### config.mk
export PLATFORM = sky130hd
export DESIGN_NAME = seq_mult
export DESIGN_NICKNAME = d
export VERILOG_FILES = /design/src/rtl/seq_mult.sv
export SDC_FILE = /design/constraint.sdc
export NUM_CORES = 1
export LEC_CHECK = 0
export ABC_AREA = 1
export BUFFER_PORTS_ARGS = -buffer_cell sky130_fd_sc_hd__clkbuf_2
export CAP_MARGIN = 20
export CORE_ASPECT_RATIO = 0.7
export CORE_MARGIN = 1
export CORE_UTILIZATION = 63
export DETAILED_ROUTE_END_ITERATION = 16
export GPL_ROUTABILITY_DRIVEN = 0
export MAX_ROUTING_LAYER = met4
export PLACE_DENSITY = 0.82
export SETUP_SLACK_MARGIN = 0.15
export SYNTH_ARGS = -nofsm -noshare
export SYNTH_HDL_FRONTEND = slang
export SYNTH_SLANG_ARGS = --single-unit
### constraint.sdc
create_clock -name clk -period 5.2 [get_ports clk]
set_input_delay 0.78 -clock clk [delete_from_list [all_inputs] [get_ports clk]]
set_output_delay 0.78 -clock clk [all_outputs]
set_load 0.01 [all_outputs]
### src/rtl/seq_mult.sv
// seq_mult: iterative shift-add multiplier retiring BITS_PER_CYCLE multiplier bits per clock.
// Optional macro SEQ_MULT_SIGNED_EN adds the signed_mode port for two's-complement operands.
module seq_mult #(
  parameter int WIDTH          = 32,
  parameter int BITS_PER_CYCLE = 1
) (
  input  logic                 clk,
  input  logic                 rst_n,
`ifdef SEQ_MULT_SIGNED_EN
  input  logic                 signed_mode,
`endif
  input  logic                 in_valid,
  output logic                 in_ready,
  input  logic [WIDTH-1:0]     a,
  input  logic [WIDTH-1:0]     b,
  output logic                 out_valid,
  input  logic                 out_ready,
  output logic [2*WIDTH-1:0]   product,
  output logic                 busy,
  output logic [1:0]           dbg_state
);
  localparam int BPC   = BITS_PER_CYCLE;
  localparam int STEPS = WIDTH / BPC;
  localparam int CW    = $clog2(STEPS + 1);
  localparam int AW    = WIDTH + BPC;

  typedef enum logic [1:0] {
    IDLE = 2'd0,
    BUSY = 2'd1,
    DONE = 2'd2
  } state_t;

  state_t state, state_nxt;

  logic [WIDTH-1:0]       mcand;
  logic [WIDTH-1:0]       mplier;
  logic [2*WIDTH-1:0]     acc;
  logic [CW-1:0]          cnt;
  logic                   neg;

  logic                   accept;
  logic [WIDTH-1:0]       a_mag;
  logic [WIDTH-1:0]       b_mag;
  logic                   neg_in;
  logic [AW-1:0]          pp;
  logic [AW-1:0]          sum;
  logic [2*WIDTH+BPC-1:0] wide;
  logic [2*WIDTH-1:0]     acc_step;
  logic [2*WIDTH-1:0]     result;

  // Handshakes: a transfer happens on a rising edge where valid && ready are both high.
  // in_valid/a/b are only looked at in IDLE; product/out_valid stay frozen in DONE until out_ready.
  assign accept    = in_valid && in_ready;
  assign dbg_state = state;

`ifdef SEQ_MULT_SIGNED_EN
  // Magnitudes fit in WIDTH unsigned bits, including -2^(WIDTH-1).
  always_comb begin
    a_mag  = a;
    b_mag  = b;
    neg_in = 1'b0;
    if (signed_mode) begin
      if (a[WIDTH-1]) a_mag = -a;
      if (b[WIDTH-1]) b_mag = -b;
      neg_in = a[WIDTH-1] ^ b[WIDTH-1];
    end
  end
`else
  assign a_mag  = a;
  assign b_mag  = b;
  assign neg_in = 1'b0;
`endif

  // One narrow partial product per cycle; the carry lands in the top bit of sum.
  always_comb begin
    pp       = AW'(mcand) * AW'(mplier[BPC-1:0]);
    sum      = AW'(acc[2*WIDTH-1:WIDTH]) + pp;
    wide     = {sum, acc[WIDTH-1:0]};
    acc_step = wide[2*WIDTH+BPC-1:BPC];
    result   = neg ? -acc : acc;
  end

  always_ff @(posedge clk or negedge rst_n) begin
    if (!rst_n) state <= IDLE;
    else        state <= state_nxt;
  end

  always_comb begin
    state_nxt = state;
    in_ready  = 1'b0;
    busy      = 1'b0;
    out_valid = 1'b0;
    case (state)
      IDLE: begin
        in_ready = 1'b1;
        if (in_valid) state_nxt = BUSY;
      end
      BUSY: begin
        busy = 1'b1;
        if (cnt == '0) state_nxt = DONE;
      end
      DONE: begin
        out_valid = 1'b1;
        if (out_ready) state_nxt = IDLE;
      end
      default: state_nxt = IDLE;
    endcase
  end

  // The cycle after the last iteration (counter at zero) publishes the result.
  always_ff @(posedge clk or negedge rst_n) begin
    if (!rst_n) begin
      mcand   <= '0;
      mplier  <= '0;
      acc     <= '0;
      cnt     <= '0;
      neg     <= 1'b0;
      product <= '0;
    end else if (accept) begin
      mcand  <= a_mag;
      mplier <= b_mag;
      acc    <= '0;
      cnt    <= CW'(STEPS);
      neg    <= neg_in;
    end else if (busy) begin
      if (cnt != '0) begin
        acc    <= acc_step;
        mplier <= mplier >> BPC;
        cnt    <= cnt - CW'(1);
      end else begin
        product <= result;
      end
    end
  end

endmodule
# Word-level counts from Yosys, hierarchy flattened
# Index checks and enable logic that the tools add are counted.
totals:
  elab_cells: 41
  reg_bits: 200
  in_bits: 68
  output_inout_bits: 69
classes:
  eq_ne: 5
  reduce_logical: 9
  muxes: 16
  add_sub_neg: 2
  multipliers: 1
  bitwise: 2
op_table:
  columns: ["operator", "n"]
  rows:
  - ["two-way mux 64 bit", 3]
  - ["two-way mux 32 bit", 3]
  - ["adder 32 x 33 -> 33 bit", 1]
  - ["multiplier 32 x 1 -> 33 bit", 1]
  - ["two-way mux 6 bit", 3]
  - ["zero test 6 bit", 1]
  - ["two-way mux 2 bit", 3]
  - ["inequality test 2 bit (second input constant)", 3]
  - ["case mux 2 bit (3 select lines)", 1]
  - ["AND reduction 3 bit", 2]
  - ["nonzero test 6 bit", 1]
  - ["subtractor 6 x 1 -> 6 bit (second input constant)", 1]
  - ["nonzero test 2 bit", 2]
  - ["two-way mux 1 bit", 3]
  - ["== test 2 x 1 -> 1 bit (second input constant)", 1]
  - ["== test 2 bit (second input constant)", 1]
  - ["zero test 2 bit", 1]
  - ["NOT 1 bit", 2]
  - ["AND reduction 2 bit", 1]
  - ["logical AND 1 bit", 1]

# Depth between registers and ports, before layout
logic_depth:
  word_depth: 5
  ltp_mapped: 18
  ltp_nobuf: 16

# Worst setup path after synthesis
# OpenSTA, ideal clock, no wires.
synth_path:
  path_kind: "register to register"
  start: "register mplier[0]"
  end: "register acc[60]"
  path_buffers: 2
  setup_time_ns: 0.117
  synth_period_minus_slack_ns: 2.129
  path_stages_with_launch: 15
  slack_ns: 3.071
  arrival_time_ns: 2.011
  t_required_ns: 5.083
  cell_sequence: "dfrtp_1 -> clkbuf_1 -> clkbuf_1 -> nand2_1 -> inv_1 -> ha_1 -> or2_2 -> nand3_1 -> nand2_1 -> nand2_1 -> nand2_1 -> nand2_1 -> nand3_1 -> nand3_1 -> nand2_1"
synth_between:
  elab_chain_len: 5
synth_rtl:
  columns: ["element", "line_no", "text"]
  rows:
  - ["from (decl)", "36", "logic [WIDTH-1:0] mplier;"]
  - ["from (signal assigned)", "121", "mplier <= b_mag;"]
  - ["from (signal assigned)", "128", "mplier <= mplier >> BPC;"]
  - ["multiplier 32 x 1 -> 33 bit", "76", "pp = AW'(mcand) * AW'(mplier[BPC-1:0]);"]
  - ["adder 32 x 33 -> 33 bit", "77", "sum = AW'(acc[2*WIDTH-1:WIDTH]) + pp;"]
  - ["two-way mux 64 bit", "126", "if (cnt != '0) begin"]
  - ["two-way mux 64 bit", "125", "end else if (busy) begin"]
  - ["two-way mux 64 bit", "119", "end else if (accept) begin"]
  - ["to (signal assigned)", "127", "acc <= acc_step;"]
  - ["to (decl)", "37", "logic [2*WIDTH-1:0] acc;"]
# Every way passes these cells. The select of a mux whose other input is x is not followed.
# A chain may end at the register's enable or synchronous reset.

# Final worst setup path
layout_path:
  start: "register mplier[0]"
  end: "register acc[63]"
# The elaborated chain is that of the path after synthesis.

==> flow_metrics.env <==
export IMPL_syn_inst=1294
export IMPL_reg2reg_from="mplier[0]"
export IMPL_final_layout_size_suffix_gt1_share_pct=16.29
export IMPL_design_final_nets=1514
export IMPL_power_switching_fraction_pct=43.71
export IMPL_drt_first_pass_iters=8
export IMPL_critical_path_arrival_ps=3410
export IMPL_cap_viol_max_count=0
export IMPL_timing_critical_path_cells="buf_4, nand2_1, inv_1, ha_1, inv_1, fa_1, inv_1, nand3_1, nand3_1, nand2_1, nand2_1, nand3_1, nand2_1, nand2_1, nand2_1, nand2_1, nand2_1"
export IMPL_routed_wirelength_um=26590
export IMPL_total_of_fill_cells_in_the_finished_design=1165
export IMPL_cts_buffer_depth=2
export IMPL_timing_hold_violations_final=0
export IMPL_synthMostInstantiatedCell="sky130_fd_sc_hd__nand2_1"
export IMPL_post_route_worst_setup_slack_ps=2167
export IMPL_multi_input_comb_area_um2=4349
export IMPL_worstSetupPathType="register to register"
export IMPL_cts_root_buf="sky130_fd_sc_hd__clkbuf_16"
export IMPL_post_synth_num_cell_types=36
export IMPL_p_seq_share_pct=38.1
export IMPL_post_synth_main_area_contributors="sky130_fd_sc_hd__dfrtp_1, sky130_fd_sc_hd__nand2_1, sky130_fd_sc_hd__inv_1"
export IMPL_port_buffers=136
export IMPL_initial_utilization_pct=65.73
export IMPL_cts_sink_count=200
export IMPL_share_of_total_power_in_the_clock_network_pct=19.8
export IMPL_worst_path_maximum_fanout=19
export IMPL_setup_worst_path_start="mplier[0]"
export IMPL_clk_skew_ps=15.83
export IMPL_whs_ps=443.2
export IMPL_synth_top_cells_by_count="sky130_fd_sc_hd__nand2_1, sky130_fd_sc_hd__inv_1, sky130_fd_sc_hd__dfrtp_1, sky130_fd_sc_hd__nand3_1, sky130_fd_sc_hd__nor2_1"
export IMPL_worst_setup_path_start_kind="register"
export IMPL_number_of_synthesis_warnings=0
export IMPL_synth_area_um2=10410
export IMPL_async_flop_share_pct=100.0
export IMPL_groute_usage_overall_pct=34.35
export IMPL_crit_end="acc[63]"
export IMPL_max_freq_mhz=329.7
export IMPL_worst_r2r_cell_count=17
export IMPL_die_x_um=155.6
export IMPL_netlist_area_leader_share_pct=48.09
export IMPL_antenna_violations_before_repair=0
export IMPL_share_comb_of_total_power_pct=42.1
export IMPL_timing_max_transition_violations_final=0
export IMPL_die_area_um2=17040
export IMPL_syn_mean_instance_area_um2=8.042
export IMPL_area_growth_synth_to_final_pct=13.36
export IMPL_synth_seq_area_share_pct=48.09
export IMPL_total_leakage_power_nw=6.972
export IMPL_cts_setup_buffers=0
export IMPL_wl_per_cell_um=16.18
export IMPL_worst_path_max_delay_cell="sky130_fd_sc_hd__dfrtp_1"
export IMPL_crit_required_ps=5570
export IMPL_drt_drc_violations_left=0
export IMPL_synth_enable_flop_cells=0
export IMPL_sequential_cell_area_um2=5005
export IMPL_worst_path_largest_cell_delay_ps=710
export IMPL_globalRouteMet3Util_pct=7.686
export IMPL_ff2ff_setup_slack_ps=2170
export IMPL_globalRouteMet1Util_pct=48.16
export IMPL_worstSetupEndpointType="register"
export IMPL_crit_path_top_cell_by_count="sky130_fd_sc_hd__nand2_1"
export IMPL_num_antenna_cells=0
export IMPL_layout_min_cycle_time_ps=3033
export IMPL_syn_num_nets=1397
export IMPL_worstSkewPairLatency_ps=440
export IMPL_cts_inserted_buffers=17
export IMPL_dp_slack_ps=2269
export IMPL_postSynth_topFlopCell="sky130_fd_sc_hd__dfrtp_1"
export IMPL_routed_via_density=5.608
export IMPL_number_of_global_route_vias_before_repair=8839
export IMPL_synth_largest_area_cell="sky130_fd_sc_hd__dfrtp_1"
export IMPL_worst_slew_margin_rel_pct=34.93
export IMPL_final_setup_tns_ps=0
export IMPL_post_layout_total_power_mw=6.856
export IMPL_grt_busiest_layer="met2"
export IMPL_chipHeight_um=109.5
export IMPL_tightest_slew_ps=976.1
export IMPL_hp_class="input pin to asynchronous set/reset pin"
export IMPL_internal_power_mw=3.859
export IMPL_hpwl_um=17990
export IMPL_yosys_register_bits=200
export IMPL_rows=38
export IMPL_fin_util_pct=74.51
export IMPL_setup_violations=0
export IMPL_ant_nets=0
export IMPL_grtUsageMet2_pct=50.51
export IMPL_cts_h_tree_depth=4
export IMPL_run_status="finished, final reports clean"
export IMPL_cts_hold_repair_buffers=0
export IMPL_rsz_0062_raised_after_global_routing="no"
export IMPL_post_cts_resized=0
export IMPL_path_clk_slew_ps=80
export IMPL_switchingPower_mw=2.997
export IMPL_grt_start_max_net_pins=123
export IMPL_r2r_end="acc[63]"
export IMPL_powerDensity_nw_per_um2=581.2
export IMPL_wire_length_of_the_first_global_routing_pass_um=43800
export IMPL_initialDrtViolationCount=944
export IMPL_irDropWorstVdd_v=0.0003961
export IMPL_period_share_pct=58.33
export IMPL_route_vias_total=9220
export IMPL_globalRoute_totalOverflow=0
export IMPL_core_region_area_um2=15830
export IMPL_tritoncts="done"
export IMPL_floorplan_io_pins=137
cells in the final DEF, fill, tap and decap left out, types with 5 or more instances in the layout:
cell | Yosys | final
sky130_fd_sc_hd__inv_1 | 211 | 211
sky130_fd_sc_hd__nand3_1 | 60 | 60
sky130_fd_sc_hd__dfrtp_1 | 200 | 200
sky130_fd_sc_hd__mux2_2 | 44 | 44
sky130_fd_sc_hd__buf_4 | 1 | 7
sky130_fd_sc_hd__a22oi_1 | 47 | 47
sky130_fd_sc_hd__ha_1 | 34 | 34
sky130_fd_sc_hd__o211ai_1 | 14 | 14
sky130_fd_sc_hd__nor2_1 | 57 | 57
sky130_fd_sc_hd__a21oi_1 | 32 | 32
sky130_fd_sc_hd__nor3_1 | 6 | 6
sky130_fd_sc_hd__o22ai_1 | 6 | 6
sky130_fd_sc_hd__clkbuf_16 | 0 | 17
sky130_fd_sc_hd__o21ai_0 | 56 | 56
sky130_fd_sc_hd__clkbuf_2 | 0 | 135
sky130_fd_sc_hd__clkinv_8 | 0 | 5
sky130_fd_sc_hd__nand2_1 | 447 | 446
sky130_fd_sc_hd__o21ai_1 | 7 | 7
kinds of logic (layout without fill, tap and decap cells):
| logic type | Yosys count | count (layout) | share of synthesized area, % |
|---|---|---|---|
| compound gates | 168 | 168 | 9.763 |
| xor+xnor | 3 | 3 | 0.2525 |
| fa+ha+maj | 35 | 35 | 4.280 |
| buf+inv | 260 | 390 | 10.14 |
| flops | 200 | 200 | 48.09 |
| mux | 47 | 47 | 5.086 |
| simple gates | 581 | 581 | 22.39 |
per-layer routing:
layer  share of wire, %  wire length [um]  vias to the layer above
met5                  0                 0                        -
met4                2.2               597                        0
met3                 11              2801                       74
met2                 44             11570                      510
met1                 44             11620                     4326
li1                   -                 -                     4310
power by group through the flow:
stage                     Sequential (mW)  Combinational, mW  Clock, mW
after floorplan                      2.56               2.00          0
after global placement               2.60               2.67          0
after detailed placement             2.61               2.78          0
after CTS                            2.60               2.84       1.37
after global routing                 2.68               3.23       1.43
final                                2.61               2.89       1.36
area by class of cell:
cell class / instances / share of cell area [%]
Inverter: 215 / 6.863
Multi-Input combinational cell: 834 / 36.87
Timing Repair Buffer: 143 / 6.290
Clock buffer: 17 / 3.606
Sequential cell: 200 / 42.43
Clock inverter: 15 / 1.612
Tap cell: 220 / 2.333
registers in the layout, indices dropped and copies added, names as in the netlist:
| signal | cells |
|---|---|
| product | 64 |
| dbg_state | 2 |
| acc | 64 |
| mcand | 32 |
| cnt | 6 |
| mplier | 32 |
how the worst min path moves through the flow:
stage / slack [ps] / endpoint / depth (start not counted)
global placement: 460 / product[42] / 2
global route: 500 / mcand[27] / 2
CTS: 490 / mcand[29] / 2
detailed placement: 470 / mcand[5] / 2
finish: 440 / mcand[7] / 1
floorplan: 450 / cnt[0] / 1
through the flow:
stage                     instance area (um2)  instances
final                                   11800       1644
after global routing                    11800       1644
after CTS                               11800       1644
after detailed placement                11180       1612
after global placement                  11180       1612
after floorplan                         10410       1294
critical path, delay by kind of cell, from the launching register on:
family / cells / cell delay (ps)
adders and majority gates: 2 / 630
buffers and inverters: 4 / 580
DFF: 1 / 710
and+or+nand+nor: 11 / 1040
(Power assumes the default switching activity.)
